<file path="config.mk">
export PLATFORM = sky130hd
export DESIGN_NAME = spi_shift_engine
export DESIGN_NICKNAME = d
export VERILOG_FILES = /design/src/rtl/spi_shift_engine.sv
export SDC_FILE = /design/constraint.sdc
export NUM_CORES = 1
export LEC_CHECK = 0
export CORE_ASPECT_RATIO = 1.1
export CORE_MARGIN = 5
export CORE_UTILIZATION = 50
export CTS_CLUSTER_DIAMETER = 50
export CTS_CLUSTER_SIZE = 16
export DETAILED_ROUTE_END_ITERATION = 16
export GPL_TIMING_DRIVEN = 0
export PLACE_DENSITY = 0.77
export SLEW_MARGIN = 20
export SYNTH_ARGS = -nofsm -noshare
export SYNTH_HDL_FRONTEND = slang
export SYNTH_SLANG_ARGS = --single-unit
</file>
<file path="constraint.sdc">
create_clock -name CLK -period 4.6 [get_ports CLK]
set_input_delay 0.69 -clock CLK [delete_from_list [all_inputs] [get_ports CLK]]
set_output_delay 0.69 -clock CLK [all_outputs]
set_load 0.05 [all_outputs]
</file>
<file path="src/rtl/spi_shift_engine.sv">
// rtl/spi_shift_engine.sv - byte-serial mode-0 SPI master with held chip select
module spi_shift_engine #(
    parameter int CLK_DIV   = 2,
    parameter bit MSB_FIRST = 1'b1
) (
    input  logic       CLK,
    input  logic       IORST_n,
    input  logic       start,
    input  logic [7:0] tx_data,
    input  logic       cs_assert,
    output logic       busy,
    output logic       done,
    output logic [7:0] rx_data,
    output logic       SPI_CLK,
    output logic       SPI_MOSI,
    input  logic       SPI_MISO,
    output logic       SPI_CS_n
);

    localparam int DW = $clog2(CLK_DIV + 1);
    localparam logic [DW-1:0] DIV_LAST = DW'(CLK_DIV - 1);

    generate
        if (CLK_DIV < 1 || CLK_DIV > 15) begin : g_bad_div
            $error("spi_shift_engine: CLK_DIV must be in 1..15");
        end
    endgenerate

    typedef enum logic [1:0] {
        ST_IDLE,
        ST_SETUP,
        ST_HIGH,
        ST_LOW
    } state_t;

    state_t          state_q, state_d;
    logic [DW-1:0]   div_cnt_q, div_cnt_d;
    logic [2:0]      bit_cnt_q, bit_cnt_d;
    logic [7:0]      tx_sr_q, tx_sr_d;
    logic [7:0]      rx_sr_q, rx_sr_d;
    logic [7:0]      rx_data_q, rx_data_d;
    logic            busy_q, busy_d;
    logic            done_q, done_d;
    logic            sclk_q, sclk_d;
    logic            mosi_q, mosi_d;
    logic            cs_n_q, cs_n_d;

    logic            phase_end;
    logic [7:0]      tx_next;
    logic [7:0]      rx_shifted;

    always_comb begin
        phase_end  = (div_cnt_q == DIV_LAST);
        tx_next    = MSB_FIRST ? {tx_sr_q[6:0], 1'b0} : {1'b0, tx_sr_q[7:1]};
        rx_shifted = MSB_FIRST ? {rx_sr_q[6:0], SPI_MISO} : {SPI_MISO, rx_sr_q[7:1]};

        state_d   = state_q;
        div_cnt_d = div_cnt_q;
        bit_cnt_d = bit_cnt_q;
        tx_sr_d   = tx_sr_q;
        rx_sr_d   = rx_sr_q;
        rx_data_d = rx_data_q;
        busy_d    = busy_q;
        done_d    = 1'b0;
        sclk_d    = sclk_q;
        mosi_d    = mosi_q;
        cs_n_d    = cs_n_q;

        case (state_q)
            ST_IDLE: begin
                if (start) begin
                    tx_sr_d   = tx_data;
                    rx_sr_d   = 8'h00;
                    bit_cnt_d = 3'd0;
                    div_cnt_d = '0;
                    busy_d    = 1'b1;
                    cs_n_d    = 1'b0;
                    mosi_d    = MSB_FIRST ? tx_data[7] : tx_data[0];
                    state_d   = ST_SETUP;
                end else begin
                    cs_n_d = ~cs_assert;
                end
            end
            ST_SETUP: begin
                if (phase_end) begin
                    div_cnt_d = '0;
                    sclk_d    = 1'b1;
                    rx_sr_d   = rx_shifted;
                    state_d   = ST_HIGH;
                end else begin
                    div_cnt_d = div_cnt_q + 1'b1;
                end
            end
            ST_HIGH: begin
                if (phase_end) begin
                    div_cnt_d = '0;
                    sclk_d    = 1'b0;
                    state_d   = ST_LOW;
                    // MOSI changes on the falling edge so the slave sees it stable at the next rise
                    if (bit_cnt_q != 3'd7) begin
                        tx_sr_d = tx_next;
                        mosi_d  = MSB_FIRST ? tx_next[7] : tx_next[0];
                    end
                end else begin
                    div_cnt_d = div_cnt_q + 1'b1;
                end
            end
            default: begin
                if (phase_end) begin
                    div_cnt_d = '0;
                    if (bit_cnt_q != 3'd7) begin
                        bit_cnt_d = bit_cnt_q + 3'd1;
                        sclk_d    = 1'b1;
                        rx_sr_d   = rx_shifted;
                        state_d   = ST_HIGH;
                    end else begin
                        rx_data_d = rx_sr_q;
                        done_d    = 1'b1;
                        busy_d    = 1'b0;
                        state_d   = ST_IDLE;
                    end
                end else begin
                    div_cnt_d = div_cnt_q + 1'b1;
                end
            end
        endcase
    end

    always_ff @(posedge CLK) begin
        if (!IORST_n) begin
            state_q   <= ST_IDLE;
            div_cnt_q <= '0;
            bit_cnt_q <= 3'd0;
            tx_sr_q   <= 8'h00;
            rx_sr_q   <= 8'h00;
            rx_data_q <= 8'h00;
            busy_q    <= 1'b0;
            done_q    <= 1'b0;
            sclk_q    <= 1'b0;
            mosi_q    <= 1'b0;
            cs_n_q    <= 1'b1;
        end else begin
            state_q   <= state_d;
            div_cnt_q <= div_cnt_d;
            bit_cnt_q <= bit_cnt_d;
            tx_sr_q   <= tx_sr_d;
            rx_sr_q   <= rx_sr_d;
            rx_data_q <= rx_data_d;
            busy_q    <= busy_d;
            done_q    <= done_d;
            sclk_q    <= sclk_d;
            mosi_q    <= mosi_d;
            cs_n_q    <= cs_n_d;
        end
    end

    assign busy     = busy_q;
    assign done     = done_q;
    assign rx_data  = rx_data_q;
    assign SPI_CLK  = sclk_q;
    assign SPI_MOSI = mosi_q;
    assign SPI_CS_n = cs_n_q;

endmodule
</file>
==> results.json <==
{
  "worst_ep_required_time_ps": 3910,
  "power_frac_seq_pct": 34.8,
  "hold_depth": 2,
  "worstHoldStart": "rx_data[1]$_SDFFE_PN0P_",
  "critPathBufInv": 1,
  "grt_pass1_vias": 1417,
  "gp_congestion": 0.782,
  "ys_warn_count": 0,
  "r2r_cells": 5,
  "dp_slack_ps": 2130,
  "fp.coreArea_sq_um": 3360,
  "maxSlewViolCount": 0,
  "startpoint_type": "flip-flop",
  "clk_pin_slew_worst_paths_ps": 100,
  "synth-async-reset-ratio_pct": 0,
  "layout-area-overhead-vs-synth_pct": 21.1,
  "htreeDepth": 2,
  "drcViolationCount": 0,
  "yosysTopAreaCellShare_pct": 40.0,
  "grt_usage_pct": 16.5,
  "fin_skew_ps": 7.15,
  "drv_cap": 0,
  "initial_core_util_pct": 52.1,
  "syn_avg_cell_area_sq_um": 9.26,
  "dieArea_sq_um": 4790,
  "fmax_ghz": 0.455,
  "cp.arrival_ps": 1510,
  "antennaDiodeCount": 0,
  "critPathTopFamily": "buffers and inverters",
  "period_needed_ps": 2200,
  "antenna_found_initial": 0,
  "nets": 240,
  "synth_commonest_cells": "nand2_1, dfxtp_1, mux2i_1",
  "netlist_instances": 189,
  "yosysSeqAreaShare_pct": 40.0,
  "cp_max_fo": 2,
  "dr.pass1.iters": 4,
  "die_x_microns": 66.4,
  "fin_ws_ps": 2400,
  "rsz0062_at_grt": "false",
  "insertion_delay_ps": 340,
  "p_switching_uw": 440,
  "cts_buffers": 5,
  "irDropWorstVdd_v": 0.000366,
  "synth_area_leader_cell": "dfxtp_1",
  "cp-startpoint": "SPI_CS_n$_SDFFE_PN1P_",
  "clockBufferDepth": 2,
  "path_class": "reg -> out",
  "worstMarginPinSlew_ps": 816,
  "tns_ps": 0,
  "drtIter0Drc": 47,
  "hold_slack_ps": 463,
  "rows": 22,
  "final_area_sq_um": 2120,
  "synth-seq-cells": 35,
  "cts_hold_buffers": 0,
  "synth.distinct_cells": 32,
  "fin_cells": 269,
  "post-synth-top-count-cell": "nand2_1",
  "max_slew_margin_pct": 45.6,
  "chipHeight_microns": 72.1,
  "dpl_cell_area_sq_um": 2050,
  "r2r-start": "state_q[1]$_SDFFE_PN0P_",
  "status": "finished, final reports clean",
  "synth_edf_count": 0,
  "routed_wl_microns": 3550,
  "setup-violations-final": 0,
  "portBuffers": 24,
  "synthFlopType": "dfxtp_1",
  "hpwl_microns": 2720,
  "p_comb_share_pct": 48.8,
  "vias_per_cell": 5.27,
  "wl_per_cell_microns": 13.2,
  "cts.sinks": 35,
  "hold_viol_final": 0,
  "slowest_delay_ps": 810,
  "synthesis.nets": 209,
  "setup.worst_path.end_class": "output port",
  "grt_start_max_net_pins": 11,
  "cp_num_cells": 1,
  "grt_overflow": 0,
  "synth.cell_area_sq_um": 1750,
  "cts_tree": "done",
  "hp-class": "reg -> reg",
  "cellPowerDensity_nw_per_um2": 538,
  "worstPathCellList": "clkdlybuf4s50_1",
  "cts_setup_buffers": 0,
  "drive_gt1_share_pct": 9.95,
  "dpl.cell_count": 261,
  "final_antenna_net_count": 0,
  "grt_pass1_wl_microns": 6080,
  "synthTopCellsByArea": "dfxtp_1, mux2i_1, nand2_1",
  "p_leak_nw": 0.791,
  "cts_resized": 0,
  "ioPinCount": 26,
  "vias": 1418,
  "crit_slowest_cell": "clkdlybuf4s50_1",
  "p_sw_share_pct": 38.6,
  "root_buffer": "clkbuf_4",
  "p_int_uw": 700,
  "timing.final.crit_share_pct": 47.8,
  "pwr-share-clk_pct": 16.4
}
power by group through the flow:
stage,clock network [mW],registers [mW],logic (mW)
4_1_cts,0.192,0.397,0.555
5_1_grt,0.208,0.406,0.595
3_5_place_dp,0,0.403,0.554
6_report,0.187,0.396,0.556
3_3_place_gp,0,0.400,0.535
2_1_floorplan,0,0.440,0.397
routing by layer:
| metal | part of all wire, % | vias up | GRT usage [%] |
|---|---|---|---|
| met2 | 48 | 33 | 26.6 |
| met3 | 4.1 | 11 | 4.02 |
| met5 | 0 | - | 0 |
| li1 | - | 719 | - |
| met4 | 3.7 | 0 | 11.1 |
| met1 | 44 | 655 | 19.1 |
placed cells by master, fill, tap and decap left out:
master / instances
nand4b_1: 1
o21ai_0: 6
o211ai_1: 4
clkbuf_1: 10
clkbuf_2: 1
nand2_1: 44
clkdlybuf4s50_1: 24
a211o_1: 1
mux2i_1: 19
clkbuf_4: 5
dfxtp_1: 35
and4b_1: 1
nand3b_1: 10
a2111oi_4: 1
a21oi_1: 2
mux2_2: 7
or3b_1: 2
inv_1: 3
nand2b_2: 1
buf_6: 1
or4b_2: 1
nor3_1: 1
nand2b_1: 2
ha_1: 7
o21a_1: 1
clkbuf_8: 2
nor4bb_1: 1
a21boi_0: 11
nand3_1: 3
o31a_1: 1
nor2b_1: 4
a211oi_1: 2
nor2_1: 4
buf_4: 2
nor3b_4: 1
tightest hold or removal path, cell delays in order (launching register included):
cell and delay [ps]:
dfxtp_1 320, nand2_1 40, a21boi_0 60
state kept, by name, indices dropped and copies added (netlist names):
name	count
bit_cnt_q	3
busy	1
SPI_CLK	1
rx_sr_q	8
SPI_CS_n	1
div_cnt_q	2
SPI_MOSI	1
done	1
rx_data	8
state_q	2
tx_sr_q	7
final timing paths:
path,slack (ps),end
min reg2reg,460,rx_data[1]$_SDFFE_PN0P_
max,2400,SPI_CS_n
max reg2reg,2420,rx_sr_q[0]$_SDFFE_PN0P_
min,460,rx_data[1]$_SDFFE_PN0P_
area by class of cell:
class	count	area (sq um)
inverter	3	11.3
tap	48	60.1
buffer	13	65.1
fill	317	1240
multi-input combinational	138	973
timing repair buffer	24	240
sequential	35	701
clock buffer	8	68.8
through the flow:
stage | power [mW] | utilization [%]
2_1_floorplan | 0.837 | -
3_3_place_gp | 0.935 | 61.1
3_5_place_dp | 0.957 | 61.1
4_1_cts | 1.14 | 63.1
5_1_grt | 1.21 | 63.1
6_report | 1.14 | 63.1
kinds of logic (layout without fill, tap and decap cells):
| group | count (synthesis) | after routing | synth area share [%] |
|---|---|---|---|
| adder cells (fa/ha/maj) | 7 | 7 | 5.00 |
| multiplexers | 26 | 26 | 15.4 |
| buffers and inverters | 16 | 48 | 4.36 |
| AND/OR/NAND/NOR | 76 | 76 | 22.7 |
| flip-flops | 35 | 35 | 40.0 |
| AO/OA/AOI/OAI | 29 | 29 | 12.6 |
No activity file was read; power rests on OpenSTA's default activity.
